## config.mk

```make
export PLATFORM = sky130hd
export DESIGN_NAME = piso_shifter
export DESIGN_NICKNAME = d
export VERILOG_FILES = /design/src/rtl/piso_shifter.sv
export SDC_FILE = /design/constraint.sdc
export NUM_CORES = 1
export LEC_CHECK = 0
export BUFFER_PORTS_ARGS = -buffer_cell sky130_fd_sc_hd__buf_2
export CAP_MARGIN = 20
export CORE_AREA = 2 2 39 41
export DETAILED_ROUTE_END_ITERATION = 10
export DIE_AREA = 0 0 41 43
export MAX_ROUTING_LAYER = met4
export SLEW_MARGIN = 20
export SYNTH_ARGS = -nofsm -noshare
export SYNTH_HDL_FRONTEND = slang
export SYNTH_SLANG_ARGS = --single-unit
```

## constraint.sdc

```tcl
create_clock -name clk -period 1.4 [get_ports clk]
set_input_delay 0.14 -clock clk [delete_from_list [all_inputs] [get_ports clk]]
set_output_delay 0.14 -clock clk [all_outputs]
set_load 0.03 [all_outputs]
```

## src/rtl/piso_shifter.sv

```systemverilog
// Parallel-in, serial-out shift register with a valid/ready load port and
// first/last frame strobes; reloads on the last bit for gapless word streams.
module piso_shifter #(
  parameter int WIDTH     = 4,
  parameter bit MSB_FIRST = 1'b1
) (
  input  logic             clk,
  input  logic             reset,
  input  logic             load_valid,
  input  logic [WIDTH-1:0] load_data,
  output logic             load_ready,
  input  logic             shift_en,
  output logic             sout,
  output logic             sout_valid,
  output logic             first_bit,
  output logic             last_bit,
  output logic             busy
);

  localparam int             CW   = $clog2(WIDTH);
  localparam logic [CW-1:0] LAST = CW'(WIDTH - 1);

  typedef enum logic {IDLE, SHIFT} state_t;

  state_t           state;
  logic [WIDTH-1:0] shreg;
  logic [CW-1:0]    cnt;
  logic             at_last;
  logic             accept;

  assign at_last    = (state == SHIFT) && (cnt == LAST);
  assign load_ready = (state == IDLE) || (at_last && shift_en);
  assign accept     = load_valid && load_ready;

  // NOTE: sequential state uses non-blocking assignments only, so every
  // register samples pre-edge values regardless of statement order.
  always_ff @(posedge clk) begin
    if (reset) begin
      state <= IDLE;
      shreg <= '0;
      cnt   <= '0;
    end else if (accept) begin
      // Covers both the idle load and the zero-gap reload on the last bit.
      state <= SHIFT;
      shreg <= load_data;
      cnt   <= '0;
    end else if (state == SHIFT && shift_en) begin
      if (at_last) begin
        state <= IDLE;
      end else begin
        if (MSB_FIRST) shreg <= {shreg[WIDTH-2:0], 1'b0};
        else           shreg <= {1'b0, shreg[WIDTH-1:1]};
        cnt <= cnt + 1'b1;
      end
    end
  end

  // Serial outputs depend only on registers, never on the load/enable inputs.
  always_comb begin
    sout       = 1'b0;
    sout_valid = 1'b0;
    first_bit  = 1'b0;
    last_bit   = 1'b0;
    if (state == SHIFT) begin
      sout       = MSB_FIRST ? shreg[WIDTH-1] : shreg[0];
      sout_valid = 1'b1;
      first_bit  = (cnt == '0);
      last_bit   = (cnt == LAST);
    end
  end

  assign busy = sout_valid;

endmodule
```

==> results.txt <==
----------------------------------------------------
[Run status]
  Result of the run ... completed

[Global routing]
  GRT Total Usage ... 0.103
  Global-route wire length before repair ... 1150 microns
  Antenna violations before repair ... 0
  Leftover overflow at the end of global routing ... 0
  Number of global-route vias before repair ... 309
  Largest net degree at the start of global routing ... 11

[Clock tree]
  Number of levels in the clock H-tree ... 1
  CTS buffer count ... 3
  Total setup buffers inserted after CTS ... 0
  Cts hold-fix bufs ... 0
  Clock slew at the register clock pins of the worst setup and hold paths ... 60 ps
  Skew-Pair Late Insertion Delay ... 260 ps
  Clock buffer depth ... 2
  Root cell of the clock tree ... sky130_fd_sc_hd__clkbuf_4
  TritonCTS clock tree ... yes
  CTS sink count ... 7

[Hold path]
  Depth of the worst hold-timing path ... 2
  Beginning of the worst hold path ... load_valid
  Worst Hold Path EP ... cnt[1]
  Worst min path class ... in -> reg

[Setup path]
  Type of the worst setup path ... reg -> out
  R2R setup slack ... 140 ps
  Critical path endpoint category ... primary output
  Biggest cell delay along the critical path ... 340 ps
  Worst reg2reg path endpoint ... cnt[1]
  Largest fanout on the critical path ... 5
  Arrival time of data at the critical path endpoint ... 1210 ps
  Startpoint of the worst register-to-register path ... cnt[0]
  Cell breakdown of the critical path ... ha_2 -> a21bo_4 -> buf_4
  Required time at the worst-slack endpoint ... 1260 ps
  Slowest-stage cell, CP ... sky130_fd_sc_hd__dfxtp_2
  Logic depth of the worst register-to-register path ... 4
  Critical path launch point type ... register

[Timing]
  Fmax achieved ... 740 MHz
  Final critical-path required period ... 1350 ps
  Actual transition at the worst max-transition pin ... 279 ps
  Slew HR ... 0.814
  Unrepaired setup endpoints after global routing ... false
  Final count of hold timing violations ... 0
  Sum of negative setup slack ... 0 ps
  Worst-case clock skew ... 6.72 ps
  Number of failing setup endpoints in the final timing report ... 0
  Final worst-path cycle share ... 0.966
  Worst Hold Margin ... 125 ps
  Fin. max-slew vios ... 0

[Synthesis]
  Leading area contributor after synthesis ... sky130_fd_sc_hd__dfxtp_1
  Syn Inst Count ... 42
  Number of register bits inferred by synthesis ... 7
  Yosys top cell area share ... 0.364
  Netlist area before placement ... 385 sq um
  EDFF count, synth ... 0
  Seq/Total Area, Yosys ... 0.364
  Commonest cells in the netlist ... sky130_fd_sc_hd__a21oi_1 (7), sky130_fd_sc_hd__dfxtp_1 (7), sky130_fd_sc_hd__inv_1 (6)
  Cells taking the most area after synthesis ... sky130_fd_sc_hd__dfxtp_1 (36%), sky130_fd_sc_hd__a21oi_1 (9.1%), sky130_fd_sc_hd__o221a_2 (8.8%)
  Synth cell types ... 19
  Most instantiated flip-flop cell in the synthesis netlist ... sky130_fd_sc_hd__dfxtp_1
  Post-synthesis async set-or-reset flop share ... 0
  Count of synthesis-stage warnings from yosys ... 0
  Mean area per synthesized cell ... 9.18 sq um
  Post-Synthesis Net Count ... 52

[Place]
  Port Buffers ... 13
  Post-placement cell area ... 470 sq um
  Final GP Congestion ... 0.670
  Hpwl dp ... 658 microns

[Power]
  Leakage Power ... 0.000227 uW
  Power per standard cell area ... 1010 nW/um^2
  PnR Total Power ... 514 uW
  Worst IR drop on VDD ... 393 uV

[Floorplan]
  Die Y-Extent ... 43 microns
  Starting density of the core ... 0.278
  Core area ... 1380 sq um
  Die X ... 41 microns
  Top Ports ... 14
  Die footprint ... 1760 sq um
  Std cell rows ... 14

[Routing]
  Residual DRC ... 0
  Average wire per standard cell ... 11.5 microns
  Drt total wl ... 864 microns
  DRT iter0 DRCs ... 11
  Number of vias per cell after detailed routing ... 4.67
  DR vias ... 350
  Initial DRT Pass Iterations ... 4
  Count of antenna-violating nets left after detailed routing ... 0

[Finish]
  # nets final ... 70
  Number of inserted filler cells in the final layout ... 159
  Share of final-layout standard cells stronger than drive strength 1 ... 0.475
  Final Instance Area ... 510 sq um
  Count of inserted antenna diode cells ... 0
  Sequential cell area ... 141 sq um
  Synth-to-Final Area Change ... 32.5%
  Area used by multi-input combinational logic ... 224 sq um

[Run]
  Max cap viols ... 0

----------------------------------------------------
## final cells by class
class,instances,area share
inverters,6,0.0441
flip-flops and latches,7,0.277
well taps,16,0.0392
multi-input cells,28,0.439
clock inverters,1,0.00980
clock buffers,3,0.0441
repair buffers,14,0.147
## metal layers
| metal | wire [microns] | track usage | vias up |
|---|---|---|---|
| li1 | - | - | 182 |
| met1 | 381 | 0.112 | 158 |
| met2 | 416 | 0.144 | 8 |
| met3 | 57 | 0.0681 | 2 |
| met4 | 9 | 0.0400 | 0 |
| met5 | 0 | - | - |
## critical path, delay by kind of cell, from the launching register on
kind | cells | cell delay, ps
flops | 1 | 340
buf+inv | 1 | 170
fa+ha+maj | 1 | 210
compound gates | 1 | 240
## cell families after synthesis
family | synth area share
AO/OA/AOI/OAI | 0.269
buffers and inverters | 0.0779
AND/OR/NAND/NOR | 0.198
multiplexers | 0.0260
adder cells (fa/ha/maj) | 0.0649
flip-flops | 0.364
## registers in the layout, summed over array words and instances, names as in the netlist
name / count
state: 1
cnt: 2
shreg: 4
## worst max-delay path by stage
stage / from / end / slack [ps] / depth (start not counted)
after CTS: cnt[0] / load_ready / 4 / 3
after floorplan: cnt[0] / shreg[3] / 110 / 4
after global placement: cnt[0] / cnt[1] / 120 / 4
after global routing: cnt[0] / load_ready / 7 / 3
after detailed placement: cnt[0] / cnt[1] / 90 / 4
final: cnt[0] / load_ready / 50 / 3
## stage by stage
stage / setup slack, ps / cells / util
CTS: 3.53 / 75 / 0.363
global route: 7.41 / 75 / 0.369
detailed placement: 89.1 / 71 / 0.340
floorplan: 109 / 42 / -
global placement: 117 / 71 / 0.340
finish: 47.9 / 75 / 0.369
## cells in the final DEF (no fill, tap or decap), drive strengths merged
cell type  synthesis  final
a211oi             2      2
a21bo              1      1
a21oi              7      7
and2               3      3
and3b              1      1
buf                1     14
clkbuf             0      3
clkinv             0      1
dfxtp              7      7
ha                 2      2
inv                6      6
mux2i              1      1
nand2              1      1
nand2b             2      2
nand3              1      1
nor2b              2      2
nor3b              1      1
o21ai              1      1
o221a              3      3
## timing repair
action	4_1_cts	5_1_grt
resized for setup	2	2
pin swaps	0	0
endpoints found under the setup margin	1	3
## power breakdown
group / switching (uW) / internal [uW]
Clock: 80.8 / 105
Sequential: 11.0 / 214
Combinational: 57.3 / 45.9
Note: power is estimated with default switching activity, not from simulation.
